[config.mk]
export PLATFORM = sky130hd
export DESIGN_NAME = m_iter_unit
export DESIGN_NICKNAME = d
export VERILOG_FILES = /design/src/rtl/m_iter_unit.sv
export SDC_FILE = /design/constraint.sdc
export NUM_CORES = 2
export LEC_CHECK = 0
export BUFFER_PORTS_ARGS = -buffer_cell sky130_fd_sc_hd__buf_2
export CORE_MARGIN = 8
export CORE_UTILIZATION = 45
export CTS_BUF_LIST = sky130_fd_sc_hd__clkbuf_2
export CTS_CLUSTER_DIAMETER = 50
export DETAILED_ROUTE_END_ITERATION = 8
export MAX_ROUTING_LAYER = met4
export SLEW_MARGIN = 5
export SYNTH_ARGS = -nofsm -noshare
export SYNTH_HDL_FRONTEND = slang
export SYNTH_SLANG_ARGS = --single-unit
[constraint.sdc]
create_clock -name clk -period 10 [get_ports clk]
set_input_delay 0.5 -clock clk [delete_from_list [all_inputs] [get_ports clk]]
set_output_delay 0.5 -clock clk [all_outputs]
set_load 0.005 [all_outputs]
[src/rtl/m_iter_unit.sv]
// m_iter_unit: iterative RV32M-style multiply/divide co-processor on a PCPI
// handshake. Multiply uses a MUL_LAT-deep product pipeline; divide is a
// restoring divider producing one quotient bit per cycle, with optional
// leading-zero skip and single-cycle shortcuts for trivial cases.
//
// Ports:
//   clk         in   rising-edge clock
//   resetn      in   asynchronous active-low reset
//   pcpi_valid  in   request present (must stay high until the result)
//   pcpi_insn   in   32-bit instruction word
//   pcpi_rs1    in   XLEN operand 1
//   pcpi_rs2    in   XLEN operand 2
//   pcpi_ready  out  result valid, one-cycle pulse
//   pcpi_wr     out  write-back enable, equal to pcpi_ready
//   pcpi_rd     out  XLEN result, zero when pcpi_ready is low
//   pcpi_busy   out  operation in progress
module m_iter_unit #(
   parameter int unsigned XLEN      = 32,
   parameter int unsigned MUL_LAT   = 2,
   parameter int unsigned EARLY_OUT = 1
) (
   input  logic            clk,
   input  logic            resetn,
   input  logic            pcpi_valid,
   input  logic [31:0]     pcpi_insn,
   input  logic [XLEN-1:0] pcpi_rs1,
   input  logic [XLEN-1:0] pcpi_rs2,
   output logic            pcpi_ready,
   output logic            pcpi_wr,
   output logic [XLEN-1:0] pcpi_rd,
   output logic            pcpi_busy
);
   localparam int unsigned CW = $clog2(XLEN + 1);

   typedef enum logic [2:0] {S_IDLE, S_DIV, S_MUL, S_FIX, S_DONE} state_t;

   state_t          r_state, w_next;
   logic [2:0]      r_f3;
   logic [XLEN-1:0] r_rs1, r_rs2, r_abs_b, r_q, r_prem;
   logic            r_neg_a, r_neg_b;
   logic [CW-1:0]   r_cnt;
   logic [2*XLEN-1:0] r_pipe [MUL_LAT];

   function automatic logic [CW-1:0] f_bitlen(input logic [XLEN-1:0] v);
      logic [CW-1:0] n;
      n = '0;
      for (int unsigned i = 0; i < XLEN; i++)
         if (v[i]) n = CW'(i + 1);
      return n;
   endfunction

   logic [2:0]      w_f3;
   logic            w_accept, w_sgn_a, w_sgn_b, w_neg_a, w_neg_b;
   logic [XLEN-1:0] w_abs_a, w_abs_b, w_dividend;
   logic            w_dbz, w_ovf, w_small;
   logic [CW-1:0]   w_n;
   logic            w_unused_insn;

   assign w_f3     = pcpi_insn[14:12];
   assign w_accept = pcpi_valid && (r_state == S_IDLE) &&
                     (pcpi_insn[6:0] == 7'b0110011) && (pcpi_insn[31:25] == 7'b0000001);
   assign w_sgn_a  = (w_f3 == 3'd1) || (w_f3 == 3'd2) || (w_f3 == 3'd4) || (w_f3 == 3'd6);
   assign w_sgn_b  = (w_f3 == 3'd1) || (w_f3 == 3'd4) || (w_f3 == 3'd6);
   assign w_neg_a  = w_sgn_a & pcpi_rs1[XLEN-1];
   assign w_neg_b  = w_sgn_b & pcpi_rs2[XLEN-1];
   assign w_abs_a  = w_neg_a ? -pcpi_rs1 : pcpi_rs1;
   assign w_abs_b  = w_neg_b ? -pcpi_rs2 : pcpi_rs2;
   assign w_dbz    = (pcpi_rs2 == '0);
   assign w_ovf    = w_sgn_b && (pcpi_rs1 == {1'b1, {(XLEN-1){1'b0}}}) && (pcpi_rs2 == '1);
   assign w_small  = (w_abs_a < w_abs_b);
   assign w_n      = (EARLY_OUT != 0) ? f_bitlen(w_abs_a) : CW'(XLEN);
   // Left-justify the dividend so only its significant bits are iterated.
   assign w_dividend    = w_abs_a << (CW'(XLEN) - w_n);
   assign w_unused_insn = ^{pcpi_insn[24:15], pcpi_insn[11:7]};

   // Multiply operands extended to 2*XLEN; the truncated product is exact
   // for every signed/unsigned combination.
   logic [2*XLEN-1:0] w_ma, w_mb, w_prod;
   assign w_ma   = {{XLEN{r_neg_a}}, r_rs1};
   assign w_mb   = {{XLEN{r_neg_b}}, r_rs2};
   assign w_prod = w_ma * w_mb;

   // Restoring step on an XLEN+1-bit trial remainder.
   logic [XLEN:0]   w_trial;
   logic [XLEN-1:0] w_diff;
   logic            w_fits;
   assign w_trial = {r_prem, r_q[XLEN-1]};
   assign w_fits  = (w_trial >= {1'b0, r_abs_b});
   assign w_diff  = w_trial[XLEN-1:0] - r_abs_b;

   always_ff @(posedge clk or negedge resetn) begin
      if (!resetn) r_state <= S_IDLE;
      else         r_state <= w_next;
   end

   always_comb begin
      w_next     = r_state;
      pcpi_busy  = 1'b0;
      pcpi_ready = 1'b0;
      pcpi_wr    = 1'b0;
      pcpi_rd    = '0;
      case (r_state)
         S_IDLE: begin
            if (w_accept) begin
               if (!w_f3[2])                     w_next = S_MUL;
               else if (w_dbz || w_ovf || w_small) w_next = S_DONE;
               else                              w_next = S_DIV;
            end
         end
         S_DIV: begin
            pcpi_busy = 1'b1;
            if (!pcpi_valid)            w_next = S_IDLE;
            else if (r_cnt == CW'(1))   w_next = S_FIX;
         end
         S_MUL: begin
            pcpi_busy = 1'b1;
            if (!pcpi_valid)            w_next = S_IDLE;
            else if (r_cnt == CW'(1))   w_next = S_DONE;
         end
         S_FIX: begin
            pcpi_busy = 1'b1;
            w_next    = pcpi_valid ? S_DONE : S_IDLE;
         end
         S_DONE: begin
            pcpi_ready = 1'b1;
            pcpi_wr    = 1'b1;
            w_next     = S_IDLE;
            case (r_f3)
               3'd0:       pcpi_rd = r_pipe[MUL_LAT-1][XLEN-1:0];
               3'd1, 3'd2,
               3'd3:       pcpi_rd = r_pipe[MUL_LAT-1][2*XLEN-1:XLEN];
               3'd4, 3'd5: pcpi_rd = r_q;
               default:    pcpi_rd = r_prem;
            endcase
         end
         default: w_next = S_IDLE;
      endcase
   end

   always_ff @(posedge clk or negedge resetn) begin
      if (!resetn) begin
         r_f3    <= '0;
         r_rs1   <= '0;
         r_rs2   <= '0;
         r_abs_b <= '0;
         r_neg_a <= 1'b0;
         r_neg_b <= 1'b0;
         r_q     <= '0;
         r_prem  <= '0;
         r_cnt   <= '0;
         for (int unsigned i = 0; i < MUL_LAT; i++) r_pipe[i] <= '0;
      end else begin
         r_pipe[0] <= w_prod;
         for (int unsigned i = 1; i < MUL_LAT; i++) r_pipe[i] <= r_pipe[i-1];
         if (w_accept) begin
            r_f3    <= w_f3;
            r_rs1   <= pcpi_rs1;
            r_rs2   <= pcpi_rs2;
            r_abs_b <= w_abs_b;
            r_neg_a <= w_neg_a;
            r_neg_b <= w_neg_b;
            r_cnt   <= CW'(MUL_LAT);
            if (w_dbz) begin
               r_q    <= '1;
               r_prem <= pcpi_rs1;
            end else if (w_ovf) begin
               r_q    <= pcpi_rs1;
               r_prem <= '0;
            end else if (w_small) begin
               r_q    <= '0;
               r_prem <= pcpi_rs1;
            end else begin
               r_q    <= w_dividend;
               r_prem <= '0;
               if (w_f3[2]) r_cnt <= w_n;
            end
         end else if (r_state == S_DIV) begin
            r_q    <= {r_q[XLEN-2:0], w_fits};
            r_prem <= w_fits ? w_diff : w_trial[XLEN-1:0];
            r_cnt  <= r_cnt - CW'(1);
         end else if (r_state == S_MUL) begin
            r_cnt  <= r_cnt - CW'(1);
         end else if (r_state == S_FIX) begin
            if (r_neg_a ^ r_neg_b) r_q    <= -r_q;
            if (r_neg_a)           r_prem <= -r_prem;
         end
      end
   end
endmodule

==> reports/metrics.yaml <==
status: "complete, no violations"
cp_top_family: "adder cells"
ys_top_cells_by_count: "nand2_1 (1148), fa_1 (1126), inv_1 (1103)"
crit_fanout: 16
start_util_pct: 45.4
path_class: "flip-flop to flip-flop"
ir_drop_mv: 0.0531
root_buffer: "clkbuf_2"
max_stage_delay_ns: 0.78
cts_sinks: 301
grt_pass1_vias: 48000
antenna_found_initial: 15
start_kind: "flip-flop"
setup_viol: 0
htreeDepth: 3
area_growth_pct: 7.03
cellPowerDensity_mw_per_mm2: 47.2
post-cts-setup-buffers: 0
cts_tree: "yes"
finalHoldViolations: 0
seq_area_frac_synth_pct: 13.2
grt_usage_pct: 29.4
fin_crit_ns: 9.35
rsz0062_at_grt: "no"
die_area_mm2: 0.138
synth.top_cell.area_share_pct: 39.6
nets: 7893
grt_pass1_wl_um: 299000
synth_top_area_cell: "fa_1"
cts_made_buffers: 84
vias: 46300
overflow: 0
core-area_mm2: 0.126
vias_per_cell: 5.71
finClkSkew_ns: 0.0993
syn_inst: 6358
route.detailed.wl_per_inst_um: 24.2
std_cell_rows: 130
hold_path.class: "primary input to flip-flop"
layout-drive-gt1-share_pct: 7.99
p_leak_uw: 0.0285
portBuffers: 118
synth_seq_cells: 301
wl_um: 196000
place.gp.congestion: 0.978
cts_resized: 0
die_y_um: 372
cpMostUsedCell: "fa_1"
postRouteAntennaNets: 0
drv_slew: 0
die_w_um: 372
cp_data_required_time_ns: 10.94
dr.pass1.iters: 9
arrival_ns: 10.29
synth-edff-count: 0
relSlewSlack_pct: 16.1
slowest_stage: "dfrtp_1"
fin_crit_sh_pct: 93.5
synth_nets: 7866
place_hpwl_um: 156000
clkLatencyLatePin_ns: 1.15
worstMarginPinSlew_ns: 1.26
ys_types: 92
io_pins: 134
clk_path_buf_depth: 3
synth.most_common_cell: "nand2_1"
drc: 0
regArea_mm2: 0.00754
cts_hold_buf: 70
ys_async_sr_fraction_pct: 100
placedCellCount: 7879
fin_cells: 8105
cp-end-kind: "flip-flop"
path_clk_slew_ns: 0.10
dpl_cell_area_mm2: 0.0595
timing.fmax_ghz: 0.107
multi_input_area_mm2: 0.0437
synth_area_mm2: 0.0570
ys.flop_type: "dfrtp_1"
drt_iter0_drc: 3934
ys_warn_count: 0
setup_tns_ns: 0
final_util_pct: 48.5
fillers: 12200
avgSynthCellArea_um2: 8.96
grt_max_degree: 168
path_buf_inv: 4
ys_top_cells_by_area: "fa_1 (40%), dfrtp_1 (13%), nand2_1 (7.6%)"
drv_cap: 0
design_area_mm2: 0.0610
## final timing paths
check                                   from     endpoint  slack [ns]  depth (start not counted)
min in group asynchronous             resetn   r_prem[26]        0.41                          3
worst min-delay path            pcpi_rs1[31]   r_prem[31]        0.16                          4
worst max-delay path                r_rs2[1]  r_pipe[124]        0.65                         25
max in group asynchronous             resetn    r_rs1[12]        8.19                          4
worst max register to register      r_rs2[1]  r_pipe[124]        0.65                         25
worst min register to register    r_pipe[68]    r_pipe[4]        0.32                          0
## worst register-to-register path: stages, from the launching register on
cell and delay (ns):
dfrtp_1 0.78, and2_1 0.31, fa_1 0.54, fa_1 0.57, fa_1 0.77, inv_1 0.35, fa_1 0.60, fa_1 0.48
fa_1 0.51, fa_1 0.50, inv_1 0.05, fa_1 0.49, ha_1 0.40, and3_1 0.24, and2_1 0.26, o21ai_0 0.13
o22ai_1 0.42, or4_1 0.20, o211ai_1 0.13, o21ai_0 0.43, a311oi_1 0.16, buf_4 0.19, o21ai_0 0.27, buf_4 0.18
mux2i_1 0.17, nand3_1 0.09
## per-stage QoR
step | hold WS, ns | worst slack [ns] | total power [uW]
after floorplan | 0.204 | 1.84 | 1700
after global placement | 0.333 | 0.864 | 1950
after global routing | 0.0901 | 0.353 | 3000
after detailed placement | 0.335 | 0.731 | 1950
after CTS | 0.0307 | 0.776 | 2880
final | 0.160 | 0.647 | 2880
## area by class of cell
class                   instances  area share, %
inverters                    1106           6.81
clock buffers                 121          0.993
clock inverters                16          0.166
multi-input cells            4534           71.8
well taps                    1650           3.39
diodes                         19         0.0780
flip-flops and latches        301           12.4
repair buffers                358           4.44
## where the power goes
group / leakage [uW] / internal, uW / switching [uW] / total [uW]
clock: 0.000548 / 347 / 564 / 910
sequential: 0.00407 / 1240 / 16.7 / 1250
combinational: 0.0239 / 261 / 455 / 715
total: 0.0285 / 1840 / 1030 / 2880
## metal layers
metal,GRT usage (%),up-vias,part of all wire [%]
met4,12.3,0,5.4
met5,-,-,0
met2,47.7,1997,48
met1,36.3,23800,39
li1,-,20000,-
met3,5.09,458,7.7
## sequential cells by signal, indices dropped and copies added (netlist names), 3 cells and up
signal	flops
r_pipe	128
r_prem	32
r_q	32
r_rs1	32
r_rs2	32
r_abs_b	31
r_cnt	6
r_f3	3
r_state	3
## layout by cell type (no fill, tap or decap), types with 24 or more instances in the layout
master / Yosys / final
nand2_1: 1148 / 1148
fa_1: 1126 / 1126
inv_1: 1103 / 1103
dfrtp_1: 301 / 296
and2_1: 285 / 285
ha_1: 283 / 283
a21oi_1: 203 / 203
o21ai_0: 192 / 192
buf_4: 4 / 161
nor2_1: 163 / 158
xnor2_1: 122 / 121
clkbuf_2: 0 / 121
buf_2: 17 / 117
nor3_1: 82 / 80
dlygate4sd3_1: 0 / 69
a21o_1: 61 / 61
xor2_1: 60 / 59
nand2b_1: 57 / 56
o22ai_1: 53 / 53
nand3_1: 45 / 45
nor4_1: 43 / 42
mux2i_1: 41 / 41
o221ai_1: 40 / 40
nand4_1: 39 / 39
o31ai_1: 31 / 31
o21a_1: 31 / 30
a31oi_1: 28 / 28
mux2_2: 26 / 26
or3_1: 24 / 24
## kinds of logic after synthesis
family | synth area share, %
simple gates | 16.3
xor+xnor | 2.80
fa+ha+maj | 45.8
buf+inv | 10.1
mux | 2.04
flops | 13.2
compound gates | 9.72
Note: power is estimated with default switching activity, not from simulation.
